--- src/rtl/cp0_pkg.sv ---
// cp0_pkg: shared constants and helpers for the coprocessor-0 register file.
//   Register numbers, exception codes, Status/Cause bit positions and a
//   helper that packs the architectural Cause word.
package cp0_pkg;
    localparam logic [4:0] CP0_COUNT   = 5'd9;
    localparam logic [4:0] CP0_COMPARE = 5'd11;
    localparam logic [4:0] CP0_STATUS  = 5'd12;
    localparam logic [4:0] CP0_CAUSE   = 5'd13;
    localparam logic [4:0] CP0_EPC     = 5'd14;

    localparam logic [4:0] EXC_OV = 5'd12;
    localparam logic [4:0] EXC_RI = 5'd10;

    localparam int ST_IE  = 0;
    localparam int ST_EXL = 1;
    localparam int CA_IP7 = 15;

    // Cause layout: IP7 at bit 15, ExcCode in [6:2], everything else zero.
    function automatic logic [31:0] cause_word(input logic ip7, input logic [4:0] exc);
        logic [31:0] w;
        w = {25'b0, exc, 2'b0};
        w[CA_IP7] = ip7;
        return w;
    endfunction
endpackage

--- src/rtl/cp0_regs_timer.sv ---
// cp0_timer: Count/Compare timer with sticky match flag IP7.
//   clock, rst        : clock, asynchronous active-high reset
//   i_wr_count        : mtc0 write to Count (overrides the increment)
//   i_wr_compare      : mtc0 write to Compare (also clears IP7)
//   i_wdata           : mtc0 data
//   o_count/o_compare : current Count and Compare
//   o_ip7             : sticky timer-pending flag
module cp0_timer
    import cp0_pkg::*;
#(
    parameter logic [31:0] COUNT_RESET = 32'h0
) (
    input  logic        clock,
    input  logic        rst,
    input  logic        i_wr_count,
    input  logic        i_wr_compare,
    input  logic [31:0] i_wdata,
    output logic [31:0] o_count,
    output logic [31:0] o_compare,
    output logic        o_ip7
);
    logic [31:0] r_count;
    logic [31:0] r_compare;
    logic        r_ip7;
    logic        w_match;

    // Compare == 0 means the timer is disarmed.
    assign w_match = (r_count == r_compare) && (r_compare != 32'h0);

    always_ff @(posedge clock or posedge rst) begin
        if (rst) begin
            r_count   <= COUNT_RESET;
            r_compare <= 32'h0;
            r_ip7     <= 1'b0;
        end else begin
            r_count <= i_wr_count ? i_wdata : r_count + 32'd1;
            if (i_wr_compare)
                r_compare <= i_wdata;
            // A Compare write clears IP7 even if the old Compare matches this cycle.
            r_ip7 <= i_wr_compare ? 1'b0 : (r_ip7 | w_match);
        end
    end

    assign o_count   = r_count;
    assign o_compare = r_compare;
    assign o_ip7     = r_ip7;
endmodule

--- src/rtl/cp0_regs.sv ---
// cp0_regs: coprocessor-0 register file (Status, Cause, EPC, Count/Compare timer).
//   clock, rst                 : clock, asynchronous active-high reset
//   sig_CauseWrite/IntCause    : exception capture (ExcCode + EXL)
//   sig_EPCWrite, pc_Current   : EPC capture
//   cp0_Addr/Write/WriteData   : mtc0 write port and mfc0 read select
//   cp0_ReadData               : combinational mfc0 read data
//   epc_Out, exc_Vector        : current EPC, constant handler address
//   timer_Irq                  : registered IP7 & IE & ~EXL
module cp0_regs
    import cp0_pkg::*;
#(
    parameter logic [31:0] EXC_VECTOR  = 32'h0000_0180,
    parameter logic [31:0] COUNT_RESET = 32'h0
) (
    input  logic        clock,
    input  logic        rst,
    input  logic        sig_CauseWrite,
    input  logic        sig_IntCause,
    input  logic        sig_EPCWrite,
    input  logic [31:0] pc_Current,
    input  logic [4:0]  cp0_Addr,
    input  logic        cp0_Write,
    input  logic [31:0] cp0_WriteData,
    output logic [31:0] cp0_ReadData,
    output logic [31:0] epc_Out,
    output logic [31:0] exc_Vector,
    output logic        timer_Irq
);
    logic        r_ie;
    logic        r_exl;
    logic [4:0]  r_exc;
    logic [31:0] r_epc;
    logic        r_irq;
    logic        w_wr_count;
    logic        w_wr_compare;
    logic        w_wr_status;
    logic        w_wr_cause;
    logic        w_wr_epc;
    logic [31:0] w_count;
    logic [31:0] w_compare;
    logic        w_ip7;

    assign w_wr_count   = cp0_Write && (cp0_Addr == CP0_COUNT);
    assign w_wr_compare = cp0_Write && (cp0_Addr == CP0_COMPARE);
    assign w_wr_status  = cp0_Write && (cp0_Addr == CP0_STATUS);
    assign w_wr_cause   = cp0_Write && (cp0_Addr == CP0_CAUSE);
    assign w_wr_epc     = cp0_Write && (cp0_Addr == CP0_EPC);

    cp0_timer #(.COUNT_RESET(COUNT_RESET)) u_timer (
        .clock       (clock),
        .rst         (rst),
        .i_wr_count  (w_wr_count),
        .i_wr_compare(w_wr_compare),
        .i_wdata     (cp0_WriteData),
        .o_count     (w_count),
        .o_compare   (w_compare),
        .o_ip7       (w_ip7)
    );

    // Hardware capture takes priority over a same-cycle mtc0 for ExcCode, EXL and EPC.
    always_ff @(posedge clock or posedge rst) begin
        if (rst) begin
            r_ie  <= 1'b0;
            r_exl <= 1'b0;
            r_exc <= 5'd0;
            r_epc <= 32'h0;
            r_irq <= 1'b0;
        end else begin
            r_ie  <= w_wr_status ? cp0_WriteData[ST_IE] : r_ie;
            r_exl <= sig_CauseWrite ? 1'b1 : (w_wr_status ? cp0_WriteData[ST_EXL] : r_exl);
            r_exc <= sig_CauseWrite ? (sig_IntCause ? EXC_RI : EXC_OV) :
                     (w_wr_cause ? cp0_WriteData[6:2] : r_exc);
            r_epc <= sig_EPCWrite ? pc_Current : (w_wr_epc ? cp0_WriteData : r_epc);
            r_irq <= w_ip7 & r_ie & ~r_exl;
        end
    end

    always_comb begin
        cp0_ReadData = 32'h0;
        case (cp0_Addr)
            CP0_COUNT:   cp0_ReadData = w_count;
            CP0_COMPARE: cp0_ReadData = w_compare;
            CP0_STATUS:  cp0_ReadData = {30'b0, r_exl, r_ie};
            CP0_CAUSE:   cp0_ReadData = cause_word(w_ip7, r_exc);
            CP0_EPC:     cp0_ReadData = r_epc;
            default:     cp0_ReadData = 32'h0;
        endcase
    end

    assign epc_Out    = r_epc;
    assign exc_Vector = EXC_VECTOR;
    assign timer_Irq  = r_irq;
endmodule

--- config.mk ---
export PLATFORM = sky130hd
export DESIGN_NAME = cp0_regs
export DESIGN_NICKNAME = d
export VERILOG_FILES = /design/src/rtl/cp0_pkg.sv /design/src/rtl/cp0_regs_timer.sv /design/src/rtl/cp0_regs.sv
export SDC_FILE = /design/constraint.sdc
export NUM_CORES = 1
export LEC_CHECK = 0
export BUFFER_PORTS_ARGS = -buffer_cell sky130_fd_sc_hd__buf_2
export CAP_MARGIN = 30
export CORE_MARGIN = 1.5
export CORE_UTILIZATION = 35
export CTS_CLUSTER_DIAMETER = 80
export CTS_CLUSTER_SIZE = 20
export DETAILED_ROUTE_END_ITERATION = 10
export PLACE_DENSITY = 0.55
export SLEW_MARGIN = 20
export SYNTH_ARGS = -nofsm -noshare
export SYNTH_HDL_FRONTEND = slang
export SYNTH_HIERARCHICAL = 1
export SYNTH_SLANG_ARGS = --single-unit
export TNS_END_PERCENT = 1
--- constraint.sdc ---
create_clock -name clock -period 2.3 [get_ports clock]
set_clock_uncertainty 0.15 [all_clocks]
set_input_delay 0.345 -clock clock [delete_from_list [all_inputs] [get_ports clock]]
set_output_delay 0.345 -clock clock [all_outputs]
set_load 0.02 [all_outputs]
## Word-level counts from Yosys, hierarchy flattened

Index checks and enable logic that the tools add are counted.

| storage, ports and cells | value |
|---|---|
| flip-flop bits (word level) | 105 |
| input port bits | 75 |
| output and inout bits | 97 |
| logic and storage cells | 39 |

| cells by class | value |
|---|---|
| $add $sub $neg | 1 |
| equal/unequal tests | 6 |
| multiplexer cells | 10 |
| bitwise logic cells | 4 |
| reduce and logical (&&, ||, !) cells | 10 |

Operators by type and width:

| operator | number |
|---|---|
| 32-bit one-hot mux with 5 select lines | 1 |
| 32-bit 2-to-1 mux | 3 |
| 32-bit by 1-bit adder with 32-bit output, second input constant | 1 |
| 32-bit equality test | 1 |
| 32-bit nonzero test | 1 |
| 5-bit by 4-bit equality test with 1-bit output, second input constant | 5 |
| 5-bit 2-to-1 mux | 2 |
| 1-bit logical AND | 6 |
| 2-bit nonzero test | 3 |
| 1-bit 2-to-1 mux | 3 |
| 3-bit 2-to-1 mux | 1 |
| 1-bit AND | 2 |
| 1-bit inverter | 1 |
| 1-bit OR | 1 |

## Logic depth before layout (Yosys ltp)

Gate-level depths: netlist (run 1).

| depth | value |
|---|---|
| depth after elaboration | 4 |
| gate-level depth with buffers | 8 |

## Hierarchy

The synthesis (run 1) kept the hierarchy.

Modules (own cells, without submodules):

| module | times used | cells each | area each (µm²) |
|---|---|---|---|
| cp0_timer | 1 | 332 | 3448.3 |
| cp0_regs | 1 | 333 | 2772.7 |

## Worst setup path after synthesis (run 1)

No wires, ideal clock.

| timing path | value |
|---|---|
| path type | input port to flip-flop |
| start | input cp0_Addr[4] |
| end | register u_timer.r_compare[0], in the netlist u_timer/o_compare[0] |
| setup time | 0.125 ns |
| data arrival time | 2.014 ns |
| required time | 2.025 ns |
| slack | 0.012 ns |
| stages | 7 |
| buffers on the path | 3 |
| cells stage by stage | nor2_1 > and4_1 > clkbuf_1 > and2_1 > clkbuf_1 > clkbuf_1 > mux2_2 |

| on the way | value |
|---|---|
| longest elaborated chain between the ends | 2 |

Ends and longest elaborated chain:

| element | RTL line | RTL |
|---|---|---|
| start: declaration | cp0_regs.sv:21 | `input logic [4:0] cp0_Addr,` |
| 5-bit by 4-bit equality test with 1-bit output | cp0_regs.sv:44 | `assign w_wr_compare = cp0_Write && (cp0_Addr == CP0_COMPARE);` |
| 1-bit logical AND | cp0_regs.sv:44 |  |
| net w_wr_compare | cp0_regs.sv:35 | `logic w_wr_compare;` |
| end signal: assignment | cp0_regs_timer.sv:38 | `r_compare <= i_wdata;` |
| end: declaration | cp0_regs_timer.sv:23 | `logic [31:0] r_compare;` |

The timed path passes the listed nets, and every way through them passes these cells.
A chain may end at the register's enable or synchronous reset.

## Worst setup path in the final report (run 1)

| timing path | value |
|---|---|
| start | register u_timer.r_count[6], in the netlist u_timer/o_count[6] |
| end | output cp0_ReadData[6] |

| on the way | value |
|---|---|
| longest elaborated chain between the ends | 1 |

Ends and longest elaborated chain:

| element | RTL line | RTL |
|---|---|---|
| start: declaration | cp0_regs_timer.sv:22 | `logic [31:0] r_count;` |
| start signal: assignment | cp0_regs_timer.sv:36 | `r_count <= i_wr_count ? i_wdata : r_count + 32'd1;` |
| 32-bit one-hot mux with 5 select lines | cp0_regs.sv:80 | `case (cp0_Addr)` |
| end: declaration | cp0_regs.sv:24 | `output logic [31:0] cp0_ReadData,` |

Every way passes these cells.

==> impl_summary.log, run 1 <==
INFO  metric status = finished clean
INFO  metric num_vias = 5627
INFO  metric min_period_over_period = 95.5%
INFO  metric grt_use_met3 = 2.57%
INFO  metric p_total = 6.00 mW
INFO  metric worst_path_dominant_cell_family = flip-flops
INFO  metric power_frac_comb = 30.2%
INFO  metric final_core_utilization = 43.7%
INFO  metric worstSetupPathType = reg -> out
INFO  metric launching_element_type_of_the_critical_path = register
INFO  metric slew-limit-headroom = 58.9%
INFO  metric critPathSlowestCell = sky130_fd_sc_hd__dfrtp_1
INFO  metric netlist.area_leader.share = 42.2%
INFO  metric layout-area-overhead-vs-synth = 21.9%
INFO  metric worst_skew_pair.late_latency = 0.35 ns
INFO  metric number_of_buffers_created_by_cts = 9
INFO  metric ys_seq_elements = 105
INFO  metric fp.dieH = 136 µm
INFO  metric cellInternalPower = 3.86 mW
INFO  metric grt_first_pass_wirelength = 30.8 mm
INFO  metric route.detailed.drc = 0
INFO  metric critical_path.cell_chain = buf_4 > mux2_2 > a32oi_1 > nand2_1 > buf_2
INFO  metric synth_area_per_cell = 9.35 µm²
INFO  metric cts_tree = built
INFO  metric max_stage_delay = 0.39 ns
INFO  metric seq_area_frac_synth = 42.2%
INFO  metric worst-path-max-fanout = 5
INFO  metric power_density = 792 nW/µm²
INFO  metric arrival_time_of_the_worst_setup_path = 1.70 ns
INFO  metric first_pass_iteration_count_of_the_detailed_router = 8
INFO  metric largest_cells_by_area_after_synthesis = sky130_fd_sc_hd__dfrtp_1 (42%), sky130_fd_sc_hd__mux2_2 (7.1%), sky130_fd_sc_hd__xor2_1 (5.1%)
INFO  metric critPathBufInv = 2
INFO  metric fin_area = 7580 µm²
INFO  metric yosys_most_used_dff = sky130_fd_sc_hd__dfrtp_1
INFO  metric num-nets-final = 892
INFO  metric wire_length_after_detailed_routing = 19.6 mm
INFO  metric required = 1.80 ns
INFO  metric timing.final.crit_period = 2.20 ns
INFO  metric max-vdd-ir-drop = 0.395 mV
INFO  metric grtUsageTotal = 21.6%
INFO  metric cts.sinks = 105
INFO  metric hpwlAfterDp = 14.7 mm
INFO  metric final_antenna_net_count = 0
INFO  metric postSynth.asyncResetShare = 100%
INFO  metric part_of_the_total_power_dissipated_in_sequential_elements = 44.4%
INFO  metric clock-root-buffer = sky130_fd_sc_hd__clkbuf_16
INFO  metric setup_viol = 0
INFO  metric diodes = 0
INFO  metric synth_warnings = 6
INFO  metric grt_start_max_net_pins = 41
INFO  metric clockBufferDepth = 2
INFO  metric tightest_slew = 0.616 ns
INFO  metric grt-busiest-layer = met2
INFO  metric port_buffer_count = 139
INFO  metric die_w = 136 µm
INFO  metric place.gp.congestion = 0.845
INFO  metric mean_routed_wirelength_per_cell = 18.8 µm
INFO  metric initial_core_util = 35.8%
INFO  metric final_layout_size_suffix_gt1_share = 30.0%
INFO  metric maxClockFrequency = 455 MHz
INFO  metric fp.coreArea = 17400 µm²
INFO  metric yosys.area.top_type = sky130_fd_sc_hd__dfrtp_1
INFO  metric syn_inst = 665
INFO  metric drv.max_cap_violation_count = 0
INFO  metric htree_levels = 3
INFO  metric hold_removal_path_class = in -> reg
INFO  metric synth_enable_flop_cells = 0
INFO  metric yosys-top-cells-count = sky130_fd_sc_hd__dfrtp_1 (105), sky130_fd_sc_hd__nand2_1 (69), sky130_fd_sc_hd__a21oi_1 (62)
INFO  metric synthDistinctLibCells = 47
INFO  metric max_slew_violation_count = 0
INFO  metric post_dp_cell_area = 7290 µm²
INFO  metric drt_via_density = 5.38
INFO  metric post_synth_instance_area = 6220 µm²
INFO  metric drt-initial-drc-count = 411
INFO  metric number_of_global_route_vias_before_repair = 5592
INFO  metric post-synth-top-count-cell = sky130_fd_sc_hd__dfrtp_1
INFO  metric number_of_antenna_violations_at_the_first_check_in_global_routing = 0
INFO  metric end_kind = primary output
INFO  metric grt_use_met1 = 28.0%
INFO  metric num_rows = 48
INFO  metric static_leakage = 3.64 nW
INFO  metric dieArea = 18600 µm²
INFO  metric fin_tns_setup = 0 ns
INFO  metric unrepaired_setup_endpoints_after_global_routing = no
INFO  metric pwr-share-clk = 25.5%
INFO  metric final_hold_violations = 0
INFO  metric netSwitchingPower = 2.14 mW
INFO  metric overflow = 0
INFO  metric switch_share = 35.7%
INFO  metric final.fill_count = 1736
INFO  metric groute.layer.met2.usage = 37.3%
INFO  metric clk_slew_on_worst_s_h_paths = 0.07 ns
INFO  metric top_level_ports = 172
==> through the flow <==
stage | hold WS (ns) | setup slack [ns] | instances
floorplan | 0.261 | 0.0116 | 695
global placement | 0.296 | 0.130 | 1029
detailed placement | 0.304 | 0.129 | 1029
CTS | 0.0159 | 0.0891 | 1045
global route | 0.0171 | 0.00910 | 1045
finish | 0.0277 | 0.103 | 1045
==> routing by layer <==
metal,wire length [µm],part of all wire (%)
met5,0,0
met4,310,1.6
met3,856,4.4
met2,9900,50
met1,8550,44
==> kinds of logic after synthesis <==
logic type,Yosys count,share of synthesized area (%)
and+or+nand+nor,214,18.5
xor gates and xnor gates,43,6.05
AOI/OAI and AO/OA,148,15.5
buffers and inverters,107,9.15
muxes,45,8.19
other,2,0.121
adders and majority gates,1,0.201
DFF,105,42.2
==> worst paths after layout <==
path | start | to | slack [ns] | cells after the start
setup / recovery | u_timer/o_count[6]$_DFF_PP0_ | cp0_ReadData[6] | 0.10 | 5
min in group asynchronous | rst | u_timer/o_compare[11]$_DFFE_PP0P_ | 0.47 | 3
hold reg to reg | r_exl$_DFFE_PP0P_ | timer_Irq$_DFF_PP0_ | 0.32 | 1
setup reg to reg | u_timer/o_count[1]$_DFF_PP0_ | u_timer/o_count[22]$_DFF_PP0_ | 0.14 | 6
max in group asynchronous | rst | u_timer/o_compare[16]$_DFFE_PP0P_ | 0.98 | 4
hold / removal | sig_IntCause | r_exc[2]$_DFFE_PP0P_ | 0.03 | 2
==> cell usage in the layout, fill, tap and decap left out, drive strengths merged, types with 2 or more instances in the layout <==
cell type and count:
a211o 2, a21oi 62, a222oi 28, a22oi 4
a31oi 17, and2 5, and2b 2, and3 7
and4 5, buf 184, clkbuf 12, conb 32
dfrtp 105, inv 32, mux2 41, mux2i 4
nand2 69, nand3 15, nand4 11, nor2 23
nor2b 32, nor3 4, nor4 17, o211ai 3
o21ai 17, o31ai 13, or3 5, or4 16
xnor2 7, xor2 36
==> repair_timing <==
item,in CTS,in global routing
gates resized for setup,0,1
setup endpoints to repair,0,1
hold buffers,1,0
buffers inserted,0,0
endpoints found under the hold margin,21,0
==> power by group through the flow <==
stage	Clock [mW]	Combinational, mW	Sequential, mW
floorplan	0	1.05	2.69
global placement	0	1.78	2.68
detailed placement	0	1.81	2.69
CTS	1.58	1.82	2.66
global route	1.64	2.01	2.72
finish	1.53	1.81	2.66
==> final cells by class <==
cell class | instances | area [µm²] | share of cell area, %
Tap cell | 225 | 282 | 3.71
Multi-Input combinational cell | 483 | 3140 | 41.4
Inverter | 32 | 120 | 1.58
Clock inverter | 3 | 42.5 | 0.561
Timing Repair Buffer | 185 | 1130 | 14.9
Sequential cell | 105 | 2630 | 34.7
Clock buffer | 12 | 236 | 3.12
==> flip-flops by register name (all words and copies together), names as in the netlist <==
signal	cells
epc_Out	32
u_timer/o_compare	32
u_timer/o_count	32
r_exc	5
r_exl	1
r_ie	1
timer_Irq	1
u_timer/o_ip7	1
No activity file was read; power rests on OpenSTA's default activity.
==> run 2, diff against run 1 <==
--- a/config.mk
+++ b/config.mk
@@ -14,4 +14,5 @@
 export DETAILED_ROUTE_END_ITERATION = 10
 export PLACE_DENSITY = 0.55
+export SKIP_LAST_GASP = 1
 export SLEW_MARGIN = 20
 export SYNTH_ARGS = -nofsm -noshare
==> constraint.sdc (replaced) <==
create_clock -name clock -period 2.3 [get_ports clock]
set_clock_uncertainty 0.15 [all_clocks]
set_input_delay 0.46 -clock clock [delete_from_list [all_inputs] [get_ports clock]]
set_output_delay 0.46 -clock clock [all_outputs]
set_load 0.02 [all_outputs]
==> impl_summary.log, run 2 (synthesis gave the netlist of run 1 again) <==
INFO  metric first_pass_iteration_count_of_the_detailed_router = 7 (-1)
INFO  metric wire_length_after_detailed_routing = 20.1 mm (+2.5%)
INFO  metric worst_skew_pair.late_latency = 0.36 ns (about the same)
INFO  metric failing_checks = negative setup slack
INFO  metric tightest_slew = 0.614 ns (-0.00149 ns)
INFO  metric arrival_time_of_the_worst_setup_path = 1.79 ns (+0.09 ns)
INFO  metric final_antenna_net_count = 0 (unchanged)
INFO  metric clock-root-buffer = sky130_fd_sc_hd__clkbuf_16
INFO  metric final_layout_size_suffix_gt1_share = 31.6% (+1.6 points)
INFO  metric place_ws = -0.122 ns (-0.251 ns)
INFO  metric leading_cell_type_in_the_layout_fill_and_taps_excluded = sky130_fd_sc_hd__buf_2
INFO  metric grt-busiest-layer = met2
INFO  metric drt_via_density = 5.46 (+1.3%)
INFO  metric layout-area-overhead-vs-synth = 25.0%
INFO  metric setup_viol = 16 (+16)
INFO  metric grt_first_pass_wirelength = 31.0 mm (+0.85%)
INFO  metric finalNonFillerCells = 1056 (+1.1%)
INFO  metric hold_removal_path_class = in -> async
INFO  metric hpwlAfterDp = 14.6 mm (-0.58%)
INFO  metric groute.layer.met2.usage = 38.0% (+0.67 points)
INFO  metric number_of_buffers_created_by_cts = 9 (unchanged)
INFO  metric max_slew_violation_count = 0 (unchanged)
INFO  metric drv.max_cap_violation_count = 0 (unchanged)
INFO  metric num-nets-final = 902 (+1.1%)
INFO  metric status = finished, violations left
INFO  metric static_leakage = 3.73 nW (+2.6%)
INFO  metric most-common-layout-cells = sky130_fd_sc_hd__buf_2 (134), sky130_fd_sc_hd__dfrtp_1 (105), sky130_fd_sc_hd__nand2_1 (69)
INFO  metric htree_levels = 3 (unchanged)
INFO  metric maxClockFrequency = 417 MHz (-8.4%)
INFO  metric dieArea = 18600 µm² (unchanged)
INFO  metric clockBufferDepth = 2 (unchanged)
INFO  metric switch_share = 35.3% (-0.43 points)
INFO  metric num_vias = 5761 (+2.4%)
INFO  metric num_rows = 48 (unchanged)
INFO  metric fin_area = 7770 µm² (+2.5%)
INFO  metric unrepaired_setup_endpoints_after_global_routing = yes
INFO  metric diodes = 0 (unchanged)
INFO  metric fin_tns_setup = -0.684 ns (-0.684 ns)
INFO  metric grt_use_met3 = 2.91% (+0.34 points)
INFO  metric p_total = 6.22 mW (+3.5%)
INFO  metric clk_slew_on_worst_s_h_paths = 0.07 ns (about the same)
INFO  metric place.gp.congestion = 0.845 (about the same)
INFO  metric critical_path.cell_chain = buf_6 > and3b_2 > and2_4 > clkbuf_16 > a222oi_1 > nand2_1 > buf_2
INFO  metric initial_core_util = 35.8% (unchanged)
INFO  metric worst-path-max-fanout = 8 (+3)
INFO  metric grt_start_max_net_pins = 43 (+4.9%)
INFO  metric cts.sinks = 105 (unchanged)
INFO  metric netSwitchingPower = 2.19 mW (+2.3%)
INFO  metric max-vdd-ir-drop = 0.396 mV (+0.17%)
INFO  metric port_buffer_count = 139 (unchanged)
INFO  metric pwr-share-clk = 27.4% (+1.9 points)
INFO  metric route.detailed.drc = 0 (unchanged)
INFO  metric fp.dieH = 136 µm (unchanged)
INFO  metric power_frac_comb = 29.7% (-0.5 points)
INFO  metric critPathSlowestCell = sky130_fd_sc_hd__a222oi_1
INFO  metric overflow = 0 (unchanged)
INFO  metric launching_element_type_of_the_critical_path = input port
INFO  metric top_level_ports = 172 (unchanged)
INFO  metric setup_ws = -0.0985 ns (-0.202 ns)
INFO  metric numPlacedInstances = 1037 (+0.78%)
INFO  metric timing.final.crit_period = 2.40 ns (+0.202 ns)
INFO  metric final_hold_violations = 0 (unchanged)
INFO  metric end_kind = primary output
INFO  metric grt_use_met1 = 27.5% (-0.48 points)
INFO  metric post_dp_cell_area = 7350 µm² (+0.82%)
INFO  metric die_w = 136 µm (unchanged)
INFO  metric drt-initial-drc-count = 449 (+9.2%)
INFO  metric power_density = 800 nW/µm² (+0.96%)
INFO  metric max_stage_delay = 0.36 ns (-0.03 ns)
INFO  metric number_of_antenna_violations_at_the_first_check_in_global_routing = 0 (unchanged)
INFO  metric fp.coreArea = 17400 µm² (unchanged)
INFO  metric cts_tree = built
INFO  metric required = 1.69 ns (-0.11 ns)
INFO  metric slew-limit-headroom = 59.0% (+0.16 points)
INFO  metric mean_routed_wirelength_per_cell = 19.0 µm (+1.4%)
INFO  metric grtUsageTotal = 21.8% (+0.22 points)
INFO  metric cellInternalPower = 4.02 mW (+4.2%)
INFO  metric number_of_global_route_vias_before_repair = 5683 (+1.6%)
INFO  metric part_of_the_total_power_dissipated_in_sequential_elements = 42.8% (-1.6 points)
INFO  metric min_period_over_period = 104% (+8.8 points)
INFO  metric worstSetupPathType = in -> out
run 2: changes by cell type in the layout (fill, tap and decap cells not counted), sizes merged:
cell         before  now
clkinvlp          1    0
dlygate4sd3       1    0
buf             184  194
bufinv            1    2
clkinv            1    3
run 2: cell type report:
type                       instances  area (µm²)
clock buffer                      11         243
timing repair buffer             195        1270
clock inverter                     5        78.8
sequential                       105        2630
multi-input combinational        483        3150
fill                            1725        9580
tap                              225         282
inverter                          32         120
run 2: layer usage:
layer | vias to the layer above | part of all wire [%]
met5 | - | 0
met1 | 2866 | 43
met4 | 0 | 2.5
li1 | 2665 | -
met3 | 30 | 4.7
met2 | 200 | 50
run 2: what timing repair did:
item                       in CTS  in global routing
setup endpoints to repair      30                 31
buffers inserted                0                  1
pin swaps                      13                  4
hold buffers                    0                  0
resized for setup               8                  7
gates cloned                    1                  1
run 2: power groups by stage:
stage               sequential, mW  combinational (mW)  clock (mW)
CTS                           2.66                1.84        1.73
finish                        2.66                1.85        1.71
global placement              2.68                1.79           0
detailed placement            2.69                1.82           0
global route                  2.72                2.02        1.81
floorplan                     2.69                1.05           0
run 2: path summary, 6_finish.rpt:
kind                                                    from                           endpoint  slack (ns)  cells past startpoint
min in group clock                              sig_IntCause               r_exc[2]$_DFFE_PP0P_        0.13                      2
worst max register to register  u_timer/o_count[0]$_DFF_PP0_      u_timer/o_count[28]$_DFF_PP0_        0.09                      6
worst max-delay path                             cp0_Addr[2]                    cp0_ReadData[2]        -0.1                      7
worst min register to register             r_exl$_DFFE_PP0P_                timer_Irq$_DFF_PP0_        0.32                      1
max in group asynchronous                                rst  u_timer/o_compare[16]$_DFFE_PP0P_        1.34                      3
worst min-delay path                                     rst   u_timer/o_compare[8]$_DFFE_PP0P_       0.003                      2
run 2: through the flow:
| step | hold slack [ns] | utilization, % |
|---|---|---|
| global route | 0.0406 | 44.8 |
| global placement | 0.293 | 42.3 |
| detailed placement | 0.300 | 42.3 |
| finish | 0.00343 | 44.8 |
| CTS | 0.0178 | 44.4 |
| floorplan | 0.272 | - |
run 2: worst max-delay path: cells and delay by family:
family / cells / cell delay (ns)
compound gates: 1 / 0.36
buf+inv: 3 / 0.45
simple gates: 3 / 0.52
==> run 3, diff against run 2 <==
Settings changed: CELL_PAD_IN_SITES_DETAIL_PLACEMENT set to 2, CELL_PAD_IN_SITES_GLOBAL_PLACEMENT set to 2, CORE_UTILIZATION 35 to 32, PLACE_DENSITY 0.55 to 0.79, TNS_END_PERCENT 1 to not set.
==> impl_summary.log, run 3 (synthesis gave the netlist of run 1 again) <==
INFO  metric number_of_global_route_vias_before_repair = 6504 (+14%)
INFO  metric max_slew_violation_count = 0 (unchanged)
INFO  metric clk_slew_on_worst_s_h_paths = 0.08 ns (about the same)
INFO  metric final_hold_violations = 0 (unchanged)
INFO  metric number_of_antenna_violations_at_the_first_check_in_global_routing = 0 (unchanged)
INFO  metric numPlacedInstances = 1075 (+3.7%)
INFO  metric grt_use_met3 = 4.27% (+1.4 points)
INFO  metric min_period_over_period = 104% (-0.69 points)
INFO  metric htree_levels = 3 (unchanged)
INFO  metric worstSetupPathType = in -> out
INFO  metric slew-limit-headroom = 58.4% (-0.67 points)
INFO  metric layout-area-overhead-vs-synth = 28.4%
INFO  metric fp.coreArea = 18900 µm² (+8.9%)
INFO  metric power_density = 809 nW/µm² (+1.2%)
INFO  metric place.gp.congestion = 0.837 (-0.89%)
INFO  metric num_rows = 50 (+4.2%)
INFO  metric diodes = 0 (unchanged)
INFO  metric grt-busiest-layer = met2
INFO  metric holdBufCountCts = 0 (unchanged)
INFO  metric timing.final.crit_period = 2.38 ns (-0.0159 ns)
INFO  metric groute.layer.met2.usage = 43.0% (+5.0 points)
INFO  metric clockBufferDepth = 2 (unchanged)
INFO  metric final.fill_count = 2097 (+22%)
INFO  metric num-nets-final = 906 (+0.44%)
INFO  metric failing_checks = negative setup slack
INFO  metric num_vias = 6069 (+5.3%)
INFO  metric most-common-layout-cells = sky130_fd_sc_hd__buf_2 (120), sky130_fd_sc_hd__dfrtp_1 (104), sky130_fd_sc_hd__nand2_1 (69)
INFO  metric final_core_utilization = 42.3% (-2.5 points)
INFO  metric drv.max_cap_violation_count = 0 (unchanged)
INFO  metric wire_length_after_detailed_routing = 24.5 mm (+22%)
INFO  metric mean_routed_wirelength_per_cell = 22.3 µm (+17%)
INFO  metric cts.sinks = 105 (unchanged)
INFO  metric leading_cell_type_in_the_layout_fill_and_taps_excluded = sky130_fd_sc_hd__buf_2
INFO  metric finalNonFillerCells = 1095 (+3.7%)
INFO  metric end_kind = primary output
INFO  metric arrival_time_of_the_worst_setup_path = 1.77 ns (-0.02 ns)
INFO  metric worst-path-max-fanout = 20 (+12)
INFO  metric dieArea = 20300 µm² (+9.2%)
INFO  metric first_pass_iteration_count_of_the_detailed_router = 7 (unchanged)
INFO  metric clock-root-buffer = sky130_fd_sc_hd__clkbuf_16
INFO  metric grtUsageTotal = 24.4% (+2.6 points)
INFO  metric drt-initial-drc-count = 419 (-6.7%)
INFO  metric drt_via_density = 5.54 (+1.6%)
INFO  metric setup_viol = 14 (-2)
INFO  metric area.sequential = 2630 µm² (about the same)
INFO  metric port_buffer_count = 139 (unchanged)
INFO  metric hold_removal_path_class = in -> async
INFO  metric required = 1.69 ns (about the same)
INFO  metric initial_core_util = 32.9% (-2.9 points)
INFO  metric fin_area = 7990 µm² (+2.7%)
INFO  metric grt_start_max_net_pins = 66 (+53%)
INFO  metric route.detailed.drc = 0 (unchanged)
INFO  metric overflow = 0 (unchanged)
INFO  metric final_antenna_net_count = 0 (unchanged)
INFO  metric fp.dieH = 142 µm (+4.5%)
INFO  metric tightest_slew = 0.624 ns (+0.00998 ns)
INFO  metric number_of_buffers_created_by_cts = 9 (unchanged)
INFO  metric post_dp_cell_area = 7440 µm² (+1.2%)
INFO  metric unrepaired_setup_endpoints_after_global_routing = yes
INFO  metric startpoint = cp0_Addr[3]
INFO  metric timing.rr.start = u_timer/o_count[1]$_DFF_PP0_
INFO  metric launching_element_type_of_the_critical_path = input port
INFO  metric top_level_ports = 172 (unchanged)
INFO  metric worst_skew_pair.late_latency = 0.36 ns (about the same)
INFO  metric status = finished, violations left
INFO  metric holdWs = 0.0446 ns (+0.0411 ns)
INFO  metric maxClockFrequency = 420 MHz (+0.67%)
INFO  metric setup_ws = -0.0826 ns (+0.0159 ns)
INFO  metric die_w = 142 µm (+4.5%)
INFO  metric multiInputGateArea = 3200 µm² (+1.5%)
INFO  metric grt_use_met1 = 31.5% (+4.0 points)
INFO  metric p_total = 6.46 mW (+3.9%)
INFO  metric final_layout_size_suffix_gt1_share = 32.9% (+1.3 points)
INFO  metric cts_tree = built
INFO  metric grt_first_pass_wirelength = 37.8 mm (+22%)
INFO  metric hpwlAfterDp = 17.9 mm (+23%)
INFO  metric static_leakage = 3.76 nW (+0.80%)
INFO  metric max-vdd-ir-drop = 0.333 mV (-16%)
run 3: worst paths after layout:
kind	to	cells past startpoint	slack, ns
setup / recovery	cp0_ReadData[2]	7	-0.08
hold / removal	u_timer/o_count[20]$_DFF_PP0_	3	0.04
setup reg to reg	u_timer/o_count[26]$_DFF_PP0_	6	0.05
hold reg to reg	timer_Irq$_DFF_PP0_	1	0.34
max in group asynchronous	epc_Out[12]$_DFFE_PP0P_	3	1.42
min in group clock	r_exc[2]$_DFFE_PP0P_	2	0.15
run 3: routing by layer:
metal	wire length (µm)	share of wire, %	vias to the layer above
met5	0	0	-
met4	344	1.4	0
met3	1300	5.3	25
met2	12000	49	232
met1	10800	44	3133
li1	-	-	2679
run 3: stage by stage:
| step | TNS (ns) | worst slack, ns |
|---|---|---|
| after global placement | -2.39 | -0.0916 |
| after floorplan | -2.93 | -0.103 |
| after global routing | -1.85 | -0.123 |
| final | -0.323 | -0.0826 |
| after CTS | -0.419 | -0.0661 |
| after detailed placement | -6.74 | -0.178 |
run 3: worst max-delay path: stages:
cell and delay, ns:
sky130_fd_sc_hd__buf_2 0.11, sky130_fd_sc_hd__and3b_2 0.22, sky130_fd_sc_hd__and2_4 0.16, sky130_fd_sc_hd__buf_12 0.15, sky130_fd_sc_hd__a222oi_1 0.38, sky130_fd_sc_hd__nand2_1 0.13
sky130_fd_sc_hd__buf_6 0.15
run 3: timing repair:
item | CTS | global route
resized for setup | 12 | 46
endpoints found under the setup margin | 31 | 38
pin swaps | 16 | 26
cloned | 0 | 1
buffers inserted | 0 | 3
run 3: area by class of cell:
cell class	instances	share of cell area, %
clock buffers	12	3.21
clock inverters	4	0.940
inverters	32	1.50
multi-input cells	484	40.1
flip-flops and latches	105	32.9
well taps	260	4.07
repair buffers	198	17.3
run 3: report_power, final:
part	internal (mW)	total [mW]	leakage [nW]	switching, mW
registers	2.21	2.74	1.23	0.525
clock network	1.02	1.75	0.155	0.736
logic	0.861	1.97	2.37	1.11
